`src/rtl/fmap_buf_if.sv`:
```
// Handshake and buffer-control bundle between fmap_buf_ctrl and its
// producer, row consumer, dump consumer and the 28x7 feature-map buffer.
interface fmap_buf_if #(
    parameter int DW     = 8,
    parameter int ROW_AW = 5,
    parameter int COL_AW = 3
);
    // producer stream
    logic              in_valid;
    logic [DW-1:0]     in_data;
    logic              in_ready;

    // row drain to the convolution stage
    logic              row_ready;
    logic              row_valid;
    logic [ROW_AW-1:0] row_idx;
    logic              row_last;

    // single-entry dump through chip read-back
    logic              dump_ready;
    logic              dump_valid;

    // buffer controls
    logic              buf_wr_en;
    logic              buf_rd_en;
    logic              buf_chiprd_en;
    logic [ROW_AW-1:0] buf_in_row;
    logic [COL_AW-1:0] buf_in_col;
    logic [ROW_AW-1:0] buf_out_row;
    logic [COL_AW-1:0] buf_out_col;
    logic [DW-1:0]     buf_data;

    modport master (
        input  in_valid, in_data, row_ready, dump_ready,
        output in_ready, row_valid, row_idx, row_last, dump_valid,
        output buf_wr_en, buf_rd_en, buf_chiprd_en,
        output buf_in_row, buf_in_col, buf_out_row, buf_out_col, buf_data
    );

    modport slave (
        output in_valid, in_data, row_ready, dump_ready,
        input  in_ready, row_valid, row_idx, row_last, dump_valid,
        input  buf_wr_en, buf_rd_en, buf_chiprd_en,
        input  buf_in_row, buf_in_col, buf_out_row, buf_out_col, buf_data
    );
endinterface

```
`src/rtl/fmap_buf_ctrl.sv`:
```
// Fill / row-drain / entry-dump sequencer for the 28x7 feature-map buffer.
// Sole master of the buffer's write, row-read and chip-read strobes.
module fmap_buf_ctrl #(
    parameter int DW     = 8,
    parameter int ROWS   = 28,
    parameter int COLS   = 7,
    parameter int ROW_AW = 5,
    parameter int COL_AW = 3
) (
    input  logic        clk,
    input  logic        reset,
    input  logic        start,
    input  logic        drain_start,
    input  logic        dump_start,
    fmap_buf_if.master  bus,
    output logic        full,
    output logic        busy,
    output logic        done
);

    localparam logic [ROW_AW-1:0] LAST_ROW = ROW_AW'(ROWS - 1);
    localparam logic [COL_AW-1:0] LAST_COL = COL_AW'(COLS - 1);
    localparam logic [ROW_AW-1:0] ROW_ZERO = {ROW_AW{1'b0}};
    localparam logic [COL_AW-1:0] COL_ZERO = {COL_AW{1'b0}};

    typedef enum logic [2:0] {
        ST_IDLE  = 3'd0,
        ST_FILL  = 3'd1,
        ST_FULL  = 3'd2,
        ST_DRAIN = 3'd3,
        ST_DUMP  = 3'd4
    } state_t;

    state_t            state_r;
    state_t            state_nxt_s;
    logic [ROW_AW-1:0] row_cnt_r;
    logic [ROW_AW-1:0] row_nxt_s;
    logic [COL_AW-1:0] col_cnt_r;
    logic [COL_AW-1:0] col_nxt_s;
    logic              done_r;
    logic              done_nxt_s;

    logic [ROW_AW-1:0] adv_row_s;
    logic [COL_AW-1:0] adv_col_s;
    logic              at_last_row_s;
    logic              at_last_entry_s;
    logic [DW-1:0]     data_s;

    // Row-major successor of the current (row, col) position, shared by FILL and DUMP.
    always_comb begin
        adv_row_s = row_cnt_r;
        adv_col_s = col_cnt_r;
        if (col_cnt_r == LAST_COL) begin
            adv_col_s = COL_ZERO;
            adv_row_s = row_cnt_r + ROW_AW'(1);
        end else begin
            adv_col_s = col_cnt_r + COL_AW'(1);
        end
    end

    assign at_last_row_s   = (row_cnt_r == LAST_ROW);
    assign at_last_entry_s = at_last_row_s && (col_cnt_r == LAST_COL);

    // Next-state, counter and done-pulse decode.
    always_comb begin
        state_nxt_s = state_r;
        row_nxt_s   = row_cnt_r;
        col_nxt_s   = col_cnt_r;
        done_nxt_s  = 1'b0;
        case (state_r)
            ST_IDLE: begin
                if (start) begin
                    state_nxt_s = ST_FILL;
                    row_nxt_s   = ROW_ZERO;
                    col_nxt_s   = COL_ZERO;
                end else begin
                    state_nxt_s = ST_IDLE;
                end
            end
            ST_FILL: begin
                if (bus.in_valid) begin
                    if (at_last_entry_s) begin
                        state_nxt_s = ST_FULL;
                        row_nxt_s   = ROW_ZERO;
                        col_nxt_s   = COL_ZERO;
                        done_nxt_s  = 1'b1;
                    end else begin
                        row_nxt_s = adv_row_s;
                        col_nxt_s = adv_col_s;
                    end
                end else begin
                    state_nxt_s = ST_FILL;
                end
            end
            ST_FULL: begin
                // drain has priority over dump, dump over a refill
                row_nxt_s = ROW_ZERO;
                col_nxt_s = COL_ZERO;
                if (drain_start) begin
                    state_nxt_s = ST_DRAIN;
                end else if (dump_start) begin
                    state_nxt_s = ST_DUMP;
                end else if (start) begin
                    state_nxt_s = ST_FILL;
                end else begin
                    state_nxt_s = ST_FULL;
                end
            end
            ST_DRAIN: begin
                if (bus.row_ready) begin
                    if (at_last_row_s) begin
                        state_nxt_s = ST_FULL;
                        row_nxt_s   = ROW_ZERO;
                        col_nxt_s   = COL_ZERO;
                        done_nxt_s  = 1'b1;
                    end else begin
                        row_nxt_s = row_cnt_r + ROW_AW'(1);
                    end
                end else begin
                    state_nxt_s = ST_DRAIN;
                end
            end
            ST_DUMP: begin
                if (bus.dump_ready) begin
                    if (at_last_entry_s) begin
                        state_nxt_s = ST_FULL;
                        row_nxt_s   = ROW_ZERO;
                        col_nxt_s   = COL_ZERO;
                        done_nxt_s  = 1'b1;
                    end else begin
                        row_nxt_s = adv_row_s;
                        col_nxt_s = adv_col_s;
                    end
                end else begin
                    state_nxt_s = ST_DUMP;
                end
            end
            default: begin
                state_nxt_s = ST_IDLE;
                row_nxt_s   = ROW_ZERO;
                col_nxt_s   = COL_ZERO;
            end
        endcase
    end

    // State, counter and done registers.
    always_ff @(posedge clk or negedge reset) begin
        if (!reset) begin
            state_r   <= ST_IDLE;
            row_cnt_r <= ROW_ZERO;
            col_cnt_r <= COL_ZERO;
            done_r    <= 1'b0;
        end else begin
            state_r   <= state_nxt_s;
            row_cnt_r <= row_nxt_s;
            col_cnt_r <= col_nxt_s;
            done_r    <= done_nxt_s;
        end
    end

    // Strobes and addresses are decoded from state so at most one buffer port is active.
    always_comb begin
        bus.in_ready      = 1'b0;
        bus.buf_wr_en     = 1'b0;
        bus.buf_rd_en     = 1'b0;
        bus.buf_chiprd_en = 1'b0;
        bus.row_valid     = 1'b0;
        bus.row_last      = 1'b0;
        bus.row_idx       = ROW_ZERO;
        bus.dump_valid    = 1'b0;
        bus.buf_in_row    = ROW_ZERO;
        bus.buf_in_col    = COL_ZERO;
        bus.buf_out_row   = ROW_ZERO;
        case (state_r)
            ST_FILL: begin
                bus.in_ready   = 1'b1;
                bus.buf_wr_en  = bus.in_valid;
                bus.buf_in_row = row_cnt_r;
                bus.buf_in_col = col_cnt_r;
            end
            ST_DRAIN: begin
                bus.buf_rd_en   = 1'b1;
                bus.row_valid   = 1'b1;
                bus.row_idx     = row_cnt_r;
                bus.buf_out_row = row_cnt_r;
                bus.row_last    = at_last_row_s;
            end
            ST_DUMP: begin
                bus.buf_chiprd_en = 1'b1;
                bus.dump_valid    = 1'b1;
                bus.buf_in_row    = row_cnt_r;
                bus.buf_in_col    = col_cnt_r;
            end
            ST_IDLE, ST_FULL: begin
                bus.in_ready = 1'b0;
            end
            default: begin
                bus.in_ready = 1'b0;
            end
        endcase
    end

    assign data_s          = bus.in_data;
    assign bus.buf_data    = data_s;
    assign bus.buf_out_col = COL_ZERO;

    assign full = (state_r == ST_FULL);
    assign busy = (state_r == ST_FILL) || (state_r == ST_DRAIN) || (state_r == ST_DUMP);
    assign done = done_r;

endmodule

```
`src/flat_wrapper.sv`:
```
// flat-port wrapper written by rule: the top's interface ports become plain ports
module fmap_buf_ctrl_flat 
#(
    parameter int DW     = 8,
    parameter int ROWS   = 28,
    parameter int COLS   = 7,
    parameter int ROW_AW = 5,
    parameter int COL_AW = 3
)
  (clk, reset, start, drain_start, dump_start, full, busy, done, bus_in_valid, bus_in_data, bus_row_ready, bus_dump_ready, bus_in_ready, bus_row_valid, bus_row_idx, bus_row_last, bus_dump_valid, bus_buf_wr_en, bus_buf_rd_en, bus_buf_chiprd_en, bus_buf_in_row, bus_buf_in_col, bus_buf_out_row, bus_buf_out_col, bus_buf_data);
  fmap_buf_if #(.DW(DW), .ROW_AW(ROW_AW), .COL_AW(COL_AW)) bus_i ();
  input  logic clk;
  input  logic reset;
  input  logic start;
  input  logic drain_start;
  input  logic dump_start;
  output logic full;
  output logic busy;
  output logic done;
  input wire logic [$bits(bus_i.in_valid)-1:0] bus_in_valid;
  input wire logic [$bits(bus_i.in_data)-1:0] bus_in_data;
  input wire logic [$bits(bus_i.row_ready)-1:0] bus_row_ready;
  input wire logic [$bits(bus_i.dump_ready)-1:0] bus_dump_ready;
  output wire logic [$bits(bus_i.in_ready)-1:0] bus_in_ready;
  output wire logic [$bits(bus_i.row_valid)-1:0] bus_row_valid;
  output wire logic [$bits(bus_i.row_idx)-1:0] bus_row_idx;
  output wire logic [$bits(bus_i.row_last)-1:0] bus_row_last;
  output wire logic [$bits(bus_i.dump_valid)-1:0] bus_dump_valid;
  output wire logic [$bits(bus_i.buf_wr_en)-1:0] bus_buf_wr_en;
  output wire logic [$bits(bus_i.buf_rd_en)-1:0] bus_buf_rd_en;
  output wire logic [$bits(bus_i.buf_chiprd_en)-1:0] bus_buf_chiprd_en;
  output wire logic [$bits(bus_i.buf_in_row)-1:0] bus_buf_in_row;
  output wire logic [$bits(bus_i.buf_in_col)-1:0] bus_buf_in_col;
  output wire logic [$bits(bus_i.buf_out_row)-1:0] bus_buf_out_row;
  output wire logic [$bits(bus_i.buf_out_col)-1:0] bus_buf_out_col;
  output wire logic [$bits(bus_i.buf_data)-1:0] bus_buf_data;
  assign bus_i.in_valid = bus_in_valid;
  assign bus_i.in_data = bus_in_data;
  assign bus_i.row_ready = bus_row_ready;
  assign bus_i.dump_ready = bus_dump_ready;
  assign bus_in_ready = bus_i.in_ready;
  assign bus_row_valid = bus_i.row_valid;
  assign bus_row_idx = bus_i.row_idx;
  assign bus_row_last = bus_i.row_last;
  assign bus_dump_valid = bus_i.dump_valid;
  assign bus_buf_wr_en = bus_i.buf_wr_en;
  assign bus_buf_rd_en = bus_i.buf_rd_en;
  assign bus_buf_chiprd_en = bus_i.buf_chiprd_en;
  assign bus_buf_in_row = bus_i.buf_in_row;
  assign bus_buf_in_col = bus_i.buf_in_col;
  assign bus_buf_out_row = bus_i.buf_out_row;
  assign bus_buf_out_col = bus_i.buf_out_col;
  assign bus_buf_data = bus_i.buf_data;
  fmap_buf_ctrl #(.DW(DW), .ROWS(ROWS), .COLS(COLS), .ROW_AW(ROW_AW), .COL_AW(COL_AW)) u_core (.clk(clk), .reset(reset), .start(start), .drain_start(drain_start), .dump_start(dump_start), .bus(bus_i), .full(full), .busy(busy), .done(done));
endmodule
```
`config.mk`:
```
export PLATFORM = sky130hd
export DESIGN_NAME = fmap_buf_ctrl_flat
export DESIGN_NICKNAME = d
export VERILOG_FILES = /design/src/rtl/fmap_buf_if.sv /design/src/rtl/fmap_buf_ctrl.sv /design/src/flat_wrapper.sv
export SDC_FILE = /design/constraint.sdc
export NUM_CORES = 1
export LEC_CHECK = 0
export BUFFER_PORTS_ARGS = -buffer_cell sky130_fd_sc_hd__buf_2
export CAP_MARGIN = 20
export CORE_MARGIN = 4
export CORE_UTILIZATION = 32
export DETAILED_ROUTE_END_ITERATION = 10
export PLACE_DENSITY_LB_ADDON = 0.2
export RECOVER_POWER = 25
export SYNTH_ARGS = -nofsm -noshare
export SYNTH_HDL_FRONTEND = slang
export SYNTH_SLANG_ARGS = --single-unit
export TNS_END_PERCENT = 100
```
`constraint.sdc`:
```
create_clock -name clk -period 1.81 [get_ports clk]
set_clock_uncertainty 0.05 [all_clocks]
set_input_delay 0.4525 -clock clk [delete_from_list [all_inputs] [get_ports clk]]
set_output_delay 0.4525 -clock clk [all_outputs]
set_load 0.02 [all_outputs]
```
Word-level counts from Yosys, hierarchy flattened
Cells that the tools add are included.
{ "word_totals": {"output_inout_bits": 39, "ff_bits": 12} }
{ "classes": {"muxes": 40, "n_reduce_logical": 7, "eq_ne": 12, "addsub": 2} }
{ "op_table": {"columns": ["cell", "n"], "rows": [
  ["$mux 3", 15],
  ["$mux 5", 9],
  ["$pmux 5 s4", 1],
  ["$pmux 3 s5", 1],
  ["$pmux 3 s4", 1],
  ["$mux 1", 11],
  ["$ne 2x2->1 const B", 4],
  ["$eq 3x2->1 const B", 2],
  ["$eq 3x3->1 const B", 2],
  ["$add 5x1->5 const B", 1],
  ["$eq 5x5->1 const B", 1],
  ["$reduce_and 5->1", 1],
  ["$reduce_and 4->1", 1],
  ["$add 3x1->3 const B", 1],
  ["$eq 3x1->1 const B", 1],
  ["$logic_not 3->1", 1],
  ["$ne 3x2->1 const B", 1],
  ["$pmux 1 s3", 1],
  ["$logic_or 1x1->1", 2],
  ["$mux 2", 1],
  ["$ne 2x1->1 const B", 1],
  ["$reduce_or 2->1", 1],
  ["$logic_and 1x1->1", 1]
]} }

Longest topological paths before layout
Gate-level depths: netlist of the first run.
{ "logic_depth": {"word_depth": 5, "ltp_mapped": 8, "mapped_depth_nobuf": 6} }

Least setup slack after synthesis of the first run
No wires, ideal clock.
{ "synth_timing": {"path_kind": "register -> output", "from": "register u_core.state_r[2]", "to": "output bus_buf_wr_en", "arrival_time_ns": 1.506, "stages_incl_launch_ff": 4, "slack_ns": -0.198, "cell_sequence": "dfrtp_1 -> buf_4 -> nor3b_1 -> and2_1"} }
{ "synth_via": {"elab_chain_len": 2} }
{ "synth_rtl": {"columns": ["element", "line", "text"], "rows": [
  ["start: declaration", "fmap_buf_ctrl.sv:34", "state_t state_r;"],
  ["start signal: assignment", "fmap_buf_ctrl.sv:154", "state_r <= state_nxt_s;"],
  ["$eq 3x1->1", "fmap_buf_ctrl.sv:174", "case (state_r)"],
  ["$mux 1", "fmap_buf_ctrl.sv:174", null],
  ["end: declaration", "flat_wrapper.sv:29", "output wire logic [$bits(bus_i.buf_wr_en)-1:0] bus_buf_wr_en;"]
]} }
No other way between the ends.

Worst setup path after layout of the first run
{ "layout_timing": {"from": "register u_core.state_r[2]", "to": "output bus_buf_in_row[3]"} }
{ "layout_via": {"elab_chain_len": 3, "word_cells_on_any_way": 4, "classes_between": "2 x eq/ne; 1 x mux; 1 x reduce/logical"} }
{ "layout_rtl": {"columns": ["element", "line", "text"], "rows": [
  ["$eq 3x3->1 or $eq 3x1->1 (tied branches)", "fmap_buf_ctrl.sv:174", null],
  ["$reduce_or 2->1 (no line) *", null, null],
  ["$mux 5 *", "fmap_buf_ctrl.sv:174", null],
  ["end: declaration", "flat_wrapper.sv:32", "output wire logic [$bits(bus_i.buf_in_row)-1:0] bus_buf_in_row;"]
]} }
Mark *: on every way between the ends. The rest lies on a longest branch, timed or not.

==> results.json, run 1 <==
{
  "hp-class": "input pin to asynchronous set/reset pin",
  "avgSynthCellArea_sq_um": 8.42,
  "violations": "setup timing",
  "run_status": "complete, but fails checks",
  "grt_pass1_wl_um": 4690,
  "slew_violations": 0,
  "place_congestion": 0.831,
  "tns_ns": -1.09,
  "wl_per_cell_um": 14.9,
  "final_layout_size_suffix_gt1_frac": 0.640,
  "intPower_uw": 942,
  "synthArstFlopShare": 1.00,
  "p_clk_frac": 0.104,
  "placed_cells": 196,
  "routed_wl_um": 3260,
  "cts_buffers": 3,
  "dieArea_sq_mm": 0.00430,
  "ir_drop_uv": 444,
  "die_h_um": 65.6,
  "finalHoldViolCount": 0,
  "h-tree-depth": 1,
  "crit_type": "flop to output port",
  "synth_largest_area_cell": "dfrtp_1",
  "die_x_um": 65.6,
  "p_leak_uw": 0.000824,
  "start_kind": "flop",
  "initial_core_util": 0.342,
  "yosysWarnings": 0,
  "n_fill_cell": 299,
  "synth_ff_type": "dfrtp_1",
  "num_rows": 20,
  "p_total_uw": 1620,
  "synthTopCellsByArea": "dfrtp_1, buf_4, nor2_1",
  "worst_pin_slew_ns": 0.716,
  "yosysTopAreaCellShare": 0.283,
  "area.growth.synth_to_final_pct": 64.0,
  "nNetsFinal": 194,
  "dpl.hpwl_um": 2180,
  "io_buffers": 35,
  "grt_antenna_before_repair": 0,
  "cp_data_required_time_ns": 1.31,
  "seqPwrFrac": 0.249,
  "rsz0062_at_grt": "true",
  "clk_pin_slew_ns": 0.08,
  "timing.slew.headroom": 0.523,
  "pre_cts_slack_ns": 0.0700,
  "final_antenna_net_count": 0,
  "avgViaCountPerCell": 5.15,
  "synth_edf_count": 0,
  "grt_pass1_vias": 1036,
  "coreArea_sq_mm": 0.00310,
  "swShare": 0.420,
  "grt_usage": 0.141,
  "arrival_ns": 1.41,
  "synthesis.area_sq_mm": 0.00106,
  "vias": 1127,
  "cts_tree": "yes",
  "drt_iter0_markers": 27,
  "finalSetupViolCount": 18,
  "cp_max_fo": 6,
  "grt_overflow_total": 0,
  "fin_crit_sh": 1.06,
  "fmax_ghz": 0.523,
  "min_period_ns": 1.91,
  "synth.distinct_cells": 40,
  "ioPinCount": 55,
  "seq_area_frac_synth": 0.283,
  "cts-root-buf": "clkbuf_4",
  "antennaDiodeCount": 0,
  "ys_ff_latch": 12,
  "power.density_mw_per_mm2": 933,
  "max_cap_viol_count": 0,
  "stdcell_count": 219,
  "p_sw_uw": 682,
  "power_frac_comb": 0.647,
  "synth_cells": 126,
  "cts.sinks": 12,
  "clk_latency_ns": 0.28,
  "max-clock-path-buffers": 2,
  "end_kind": "output port",
  "first_pass_iters": 4,
  "setup_ws_ns": -0.100,
  "drc": 0,
  "grt_max_degree": 13
}
## cells by family after synthesis
kind of cell | after synthesis | synth area share
AND/OR/NAND/NOR | 50 | 0.265
buffers and inverters | 31 | 0.198
AO/OA/AOI/OAI | 26 | 0.185
flip-flops | 12 | 0.283
multiplexers | 4 | 0.0377
adder cells (fa/ha/maj) | 1 | 0.0118
other | 1 | 0.00353
XOR/XNOR | 1 | 0.0153
## layer usage
| metal | part of all wire | GRT usage | up-vias |
|---|---|---|---|
| met5 | 0 | 0 | - |
| met4 | 0.0061 | 0.0492 | 0 |
| met3 | 0.064 | 0.0205 | 6 |
| met2 | 0.53 | 0.238 | 51 |
| met1 | 0.40 | 0.183 | 542 |
| li1 | - | - | 528 |
## state kept, by name (all words and copies together), names as in the netlist
| name | count |
|---|---|
| u_core.done | 1 |
| u_core.row_cnt_r | 5 |
| u_core.state_r | 3 |
| u_core.col_cnt_r | 3 |
## power groups by stage
stage | clock network, uW | registers (uW) | logic [uW]
after detailed placement | 0 | 394 | 693
after floorplan | 0 | 390 | 508
final | 168 | 405 | 1050
after CTS | 170 | 401 | 839
after global placement | 0 | 390 | 686
after global routing | 190 | 413 | 1130
## what timing repair did
item                       in CTS  in global routing
hold buffers                    0                  0
gates cloned                    0                  1
setup endpoints to repair      23                 34
pin swaps                       7                 16
setup buffers                  11                  8
resized for setup              61                 36
## Yosys cell counts (all sizes together) (2+ instances only)
cell / n
nor3: 6
nor2b: 3
buf: 23
mux2i: 4
dfrtp: 12
nor3b: 2
o31ai: 3
o2111ai: 2
nand3: 4
o21ai: 5
o221ai: 3
inv: 7
a22oi: 5
and2: 6
nor2: 13
a21o: 2
nand2: 10
## path summary, 6_finish.rpt
check	endpoint	slack, ns	depth (start not counted)	from
hold reg to reg	u_core.col_cnt_r[2]$_DFFE_PN0P_	0.52	1	u_core.col_cnt_r[2]$_DFFE_PN0P_
hold / removal	u_core.row_cnt_r[1]$_DFFE_PN0P_	0.14	1	reset
setup reg to reg	u_core.col_cnt_r[1]$_DFFE_PN0P_	0.03	6	u_core.state_r[2]$_DFFE_PN0P_
setup / recovery	bus_buf_in_row[3]	-0.10	4	u_core.state_r[2]$_DFFE_PN0P_
max in group asynchronous	u_core.state_r[0]$_DFFE_PN0P_	1.06	1	reset
min in group clk	u_core.done$_DFF_PN0_	0.36	2	bus_row_ready
## critical path, cell delays in order, from the launching register on
cell	delay (ns)
dfrtp_2	0.47
xnor2_4	0.28
buf_8	0.19
nor3_2	0.05
buf_4	0.15
## cell type report
type	count	area (sq um)	share of cell area
clock buffer	3	22.5	0.0129
inverter	7	28.8	0.0165
multi-input combinational	85	751	0.431
sequential	12	303	0.174
tap	44	55.1	0.0316
timing repair buffer	68	581	0.334
## metrics by stage
| step | hold WS (ns) | util | cell area (sq um) |
|---|---|---|---|
| 6_report | 0.142 | 0.561 | 1740 |
| 3_5_place_dp | 0.309 | 0.395 | 1220 |
| 3_3_place_gp | 0.307 | 0.395 | 1220 |
| 5_1_grt | 0.201 | 0.561 | 1740 |
| 4_1_cts | 0.00952 | 0.493 | 1530 |
| 2_1_floorplan | 0.107 | - | 1080 |
## cells in the final DEF (no fill, tap or decap), drive strengths merged, types with 5 or more instances in the layout
cell	count
a22oi	5
and2	6
buf	67
dfrtp	12
inv	7
nand2	10
nor2	13
nor3	6
o21ai	5
(Power assumes the default switching activity.)
==> run 2, diff against run 1 <==
--- a/config.mk
+++ b/config.mk
@@ -8,7 +8,7 @@
 export BUFFER_PORTS_ARGS = -buffer_cell sky130_fd_sc_hd__buf_2
 export CAP_MARGIN = 20
 export CORE_MARGIN = 4
-export CORE_UTILIZATION = 32
+export CORE_UTILIZATION = 40
 export DETAILED_ROUTE_END_ITERATION = 10
 export PLACE_DENSITY_LB_ADDON = 0.2
 export RECOVER_POWER = 25
==> results.json, run 2 (same netlist as run 1, synthesis figures left out) <==
{
  "run_status": "complete, but fails checks",
  "violations": "setup timing",
  "reg.largest.list": "u_core.row_cnt_r: 5 flops, u_core.col_cnt_r: 3 flops, u_core.state_r: 3 flops",
  "avgViaCountPerCell": 5.47,
  "drc": 0,
  "layout_commonest_cell": "buf_4",
  "largest_register_ffs": 5,
  "cp_cell_sequence": "buf_6 -> nor3b_4 -> and2_4 -> buf_6",
  "grt_pass1_wl_um": 4770,
  "routed_wl_um": 3040,
  "power.density_mw_per_mm2": 945,
  "largest_register": "u_core.row_cnt_r",
  "area.growth.synth_to_final_pct": 52.4,
  "cts_buffers": 3,
  "final_antenna_net_count": 0,
  "grt_antenna_before_repair": 0,
  "r2r_slack_ns": -0.04,
  "rsz0062_at_grt": "true",
  "wl_per_cell_um": 15.3,
  "cts-root-buf": "clkbuf_4",
  "crit_top_cell": "buf_6",
  "grt_max_degree": 13,
  "vias": 1083,
  "io_buffers": 35,
  "cts_tree": "yes",
  "place_congestion": 0.866,
  "p_total_uw": 1530,
  "nNetsFinal": 187,
  "placement.cell_area_sq_mm": 0.00122,
  "clk_pin_slew_ns": 0.08,
  "dpl.hpwl_um": 2060,
  "cp_data_required_time_ns": 1.31,
  "max-clock-path-buffers": 2,
  "pre_cts_slack_ns": 0.0950,
  "grt_usage": 0.173,
  "layout_common_cells": "buf_4, buf_6, buf_2, dfrtp_1, nand2_1",
  "ioPinCount": 55,
  "cp_max_fo": 3,
  "antennaDiodeCount": 0,
  "clk_latency_ns": 0.27,
  "end_kind": "output port",
  "hold_buffers": 0,
  "arrival_ns": 1.43,
  "critPathBufInv": 2,
  "dieArea_sq_mm": 0.00354,
  "p_leak_uw": 0.000768,
  "finalSetupViolCount": 29,
  "coreArea_sq_mm": 0.00250,
  "final_layout_size_suffix_gt1_frac": 0.583,
  "num_rows": 18,
  "setup_ws_ns": -0.122,
  "ir_drop_uv": 738,
  "min_period_ns": 1.93,
  "grt_pass1_vias": 995,
  "die_x_um": 59.5,
  "cts.sinks": 12,
  "first_pass_iters": 4,
  "crit_slowest_cell": "dfrtp_2",
  "hold_ws_ns": 0.152,
  "design_area_sq_mm": 0.00162,
  "hp-class": "input pin to asynchronous set/reset pin",
  "slowest_delay_ns": 0.48,
  "timing.slew.headroom": 0.516,
  "h-tree-depth": 1,
  "finalHoldViolCount": 0,
  "cp_top_family": "flip-flops",
  "fin_crit_sh": 1.07,
  "grt_overflow_total": 0,
  "slew_violations": 0,
  "initial_core_util": 0.424,
  "crit_type": "flop to output port",
  "worst_pin_slew_ns": 0.726,
  "fmax_ghz": 0.517,
  "start_kind": "flop",
  "die_h_um": 59.5,
  "drt_iter0_markers": 42,
  "max_cap_viol_count": 0
}
## run 2: cell count changes in the layout (fill, tap and decap cells not counted), moves of 2 or more
| cell | delta |
|---|---|
| buf_4 | -6 |
| nor3_4 | -2 |
| buf_6 | -3 |
| nor2_4 | +2 |
| o2111ai_2 | -2 |
| o2111ai_1 | +2 |
| buf_2 | +3 |
| nor3_2 | +2 |
| nor2_2 | -3 |
## run 2: where the power goes
part	internal, uW	switching (uW)	total [uW]
combinational	471	475	947
clock	77.1	92.2	169
sequential	331	80.4	412
## run 2: per-layer routing
| metal | routed length, um | up-vias | track usage |
|---|---|---|---|
| li1 | - | 507 | - |
| met1 | 1300 | 524 | 0.224 |
| met2 | 1530 | 48 | 0.298 |
| met3 | 201 | 4 | 0.0392 |
| met4 | 6 | 0 | 0.0253 |
| met5 | 0 | - | 0 |
## run 2: what timing repair did
item	4_1_cts	5_1_grt
buffers inserted	9	2
gates resized for setup	49	36
pin swaps	7	9
endpoints found under the setup margin	25	34
## run 2: worst paths after layout
check	start	to	depth (start not counted)
max	u_core.state_r[2]$_DFFE_PN0P_	bus_buf_wr_en	4
min	reset	u_core.row_cnt_r[0]$_DFFE_PN0P_	1
max reg2reg	u_core.state_r[0]$_DFFE_PN0P_	u_core.col_cnt_r[1]$_DFFE_PN0P_	7
min reg2reg	u_core.col_cnt_r[2]$_DFFE_PN0P_	u_core.col_cnt_r[2]$_DFFE_PN0P_	1
max in group asynchronous	reset	u_core.state_r[1]$_DFFE_PN0P_	1
min in group clk	bus_row_ready	u_core.done$_DFF_PN0_	2
## run 2: worst reg2reg max path, delay by kind of cell, from the launching register on
kind / cells / cell delay (ns)
and+or+nand+nor: 3 / 0.74
DFF: 1 / 0.46
buffers and inverters: 3 / 0.39
AOI/OAI and AO/OA: 1 / 0.15
## run 2: area by class of cell
type,instances,area [sq um]
fill,207,883
sequential,12,304
tap,30,37.5
clock buffer,3,22.5
timing repair buffer,61,502
inverter,7,31.3
multi-input combinational,85,719
## run 2: through the flow
step / TNS [ns] / util / instances
global placement: 0 / 0.489 / 184
finish: -1.49 / 0.647 / 198
detailed placement: 0 / 0.489 / 184
floorplan: 0 / - / 128
CTS: -1.43 / 0.596 / 196
global route: -3.43 / 0.647 / 198
==> run 3, diff against run 2 <==
--- a/config.mk
+++ b/config.mk
@@ -11,7 +11,6 @@
 export CORE_UTILIZATION = 40
 export DETAILED_ROUTE_END_ITERATION = 10
 export PLACE_DENSITY_LB_ADDON = 0.2
-export RECOVER_POWER = 25
 export SYNTH_ARGS = -nofsm -noshare
 export SYNTH_HDL_FRONTEND = slang
 export SYNTH_SLANG_ARGS = --single-unit
==> results.json, run 3 (same netlist as run 1, synthesis figures left out) <==
{
  "dieArea_sq_mm": 0.00354,
  "avgViaCountPerCell": 5.47,
  "drt_iter0_markers": 42,
  "drc": 0,
  "io_buffers": 35,
  "crit_slowest_cell": "dfrtp_2",
  "slowest_delay_ns": 0.48,
  "start_kind": "flop",
  "first_pass_iters": 4,
  "power.density_mw_per_mm2": 945,
  "grt_overflow_total": 0,
  "fmax_ghz": 0.517,
  "hp-class": "input pin to asynchronous set/reset pin",
  "cp_max_fo": 3,
  "grt_pass1_wl_um": 4770,
  "rsz0062_at_grt": "true",
  "max-clock-path-buffers": 2,
  "nNetsFinal": 187,
  "placed_cells": 184,
  "cts_tree": "yes",
  "violations": "setup timing",
  "vias": 1083,
  "ir_drop_uv": 738,
  "hold_buffers": 0,
  "cp_cell_sequence": "buf_6 -> nor3b_4 -> and2_4 -> buf_6",
  "setup_ws_ns": -0.122,
  "finish.utilization": 0.647,
  "num_rows": 18,
  "grt_antenna_before_repair": 0,
  "p_leak_uw": 0.000770,
  "ioPinCount": 55,
  "coreArea_sq_mm": 0.00250,
  "largest_register_ffs": 5,
  "dpl.hpwl_um": 2060,
  "run_status": "complete, but fails checks",
  "fin_crit_sh": 1.07,
  "die_h_um": 59.5,
  "crit_top_cell": "buf_6",
  "wl_per_cell_um": 15.4,
  "crit_type": "flop to output port",
  "stdcell_count": 198,
  "cp_data_required_time_ns": 1.31,
  "arrival_ns": 1.43,
  "largest_register": "u_core.row_cnt_r",
  "reg.largest.list": "u_core.row_cnt_r: 5 flops, u_core.col_cnt_r: 3 flops, u_core.state_r: 3 flops",
  "end_kind": "output port",
  "slew_violations": 0,
  "rr_worst_depth": 7,
  "cts.sinks": 12,
  "initial_core_util": 0.424,
  "grt_pass1_vias": 995,
  "antennaDiodeCount": 0,
  "area.growth.synth_to_final_pct": 52.5,
  "die_x_um": 59.5,
  "grt_usage": 0.173,
  "max_cap_viol_count": 0,
  "layout_commonest_cell": "buf_4",
  "place_congestion": 0.866,
  "layout_common_cells": "buf_4, buf_6, buf_2, dfrtp_1, nand2_1",
  "h-tree-depth": 1,
  "min_period_ns": 1.93,
  "finalSetupViolCount": 29,
  "grt_max_degree": 13,
  "final_antenna_net_count": 0,
  "cts-root-buf": "clkbuf_4",
  "finalHoldViolCount": 0,
  "routed_wl_um": 3040,
  "final_layout_size_suffix_gt1_frac": 0.589,
  "pre_cts_slack_ns": 0.0950,
  "p_total_uw": 1530,
  "clk_pin_slew_ns": 0.08,
  "cts_buffers": 3,
  "clk_latency_ns": 0.27
}
## run 3: cell count changes in the layout (fill, tap and decap cells not counted)
cell      change
buf_2         +1
clkbuf_1      -1
## run 3: final cells by class
class                      count  area [sq um]
clock buffer                   3          22.5
fill                         206           882
inverter                       7          31.3
multi-input combinational     85           719
sequential                    12           304
tap                           30          37.5
timing repair buffer          61           503
## run 3: final timing paths
kind	from	end	slack, ns
hold / removal	reset	u_core.row_cnt_r[0]$_DFFE_PN0P_	0.003
min in group clk	bus_row_ready	u_core.done$_DFF_PN0_	0.37
max in group asynchronous	reset	u_core.state_r[1]$_DFFE_PN0P_	1.45
setup / recovery	u_core.state_r[2]$_DFFE_PN0P_	bus_buf_wr_en	-0.12
hold reg to reg	u_core.col_cnt_r[2]$_DFFE_PN0P_	u_core.col_cnt_r[2]$_DFFE_PN0P_	0.50
setup reg to reg	u_core.state_r[0]$_DFFE_PN0P_	u_core.col_cnt_r[1]$_DFFE_PN0P_	-0.04
## run 3: where the power goes
group          switching [uW]  internal [uW]
sequential               80.4            331
clock                    92.2           77.1
combinational             475            472
## run 3: what timing repair did
item,4_1_cts,5_1_grt
gates resized for setup,49,36
endpoints found under the setup margin,25,34
pin swaps,7,9
setup buffers,9,2
## run 3: per-stage QoR
step           instance area [sq um]  hold slack [ns]  TNS [ns]
6_report                        1620          0.00307     -1.49
3_5_place_dp                    1220            0.303         0
4_1_cts                         1490          0.00520     -1.43
5_1_grt                         1620          0.00612     -3.43
2_1_floorplan                   1080            0.107         0
3_3_place_gp                    1220            0.305         0
## run 3: routing by layer
layer	vias to the layer above	global-route usage	wire length [um]
li1	507	-	-
met1	524	0.224	1300
met2	48	0.298	1530
met3	4	0.0392	202
met4	0	0.0253	6
met5	-	0	0
## run 3: worst max-delay path, delay by kind of cell (launching register included)
kind	cells	cell delay [ns]
simple gates	2	0.42
buf+inv	2	0.26
flops	1	0.48
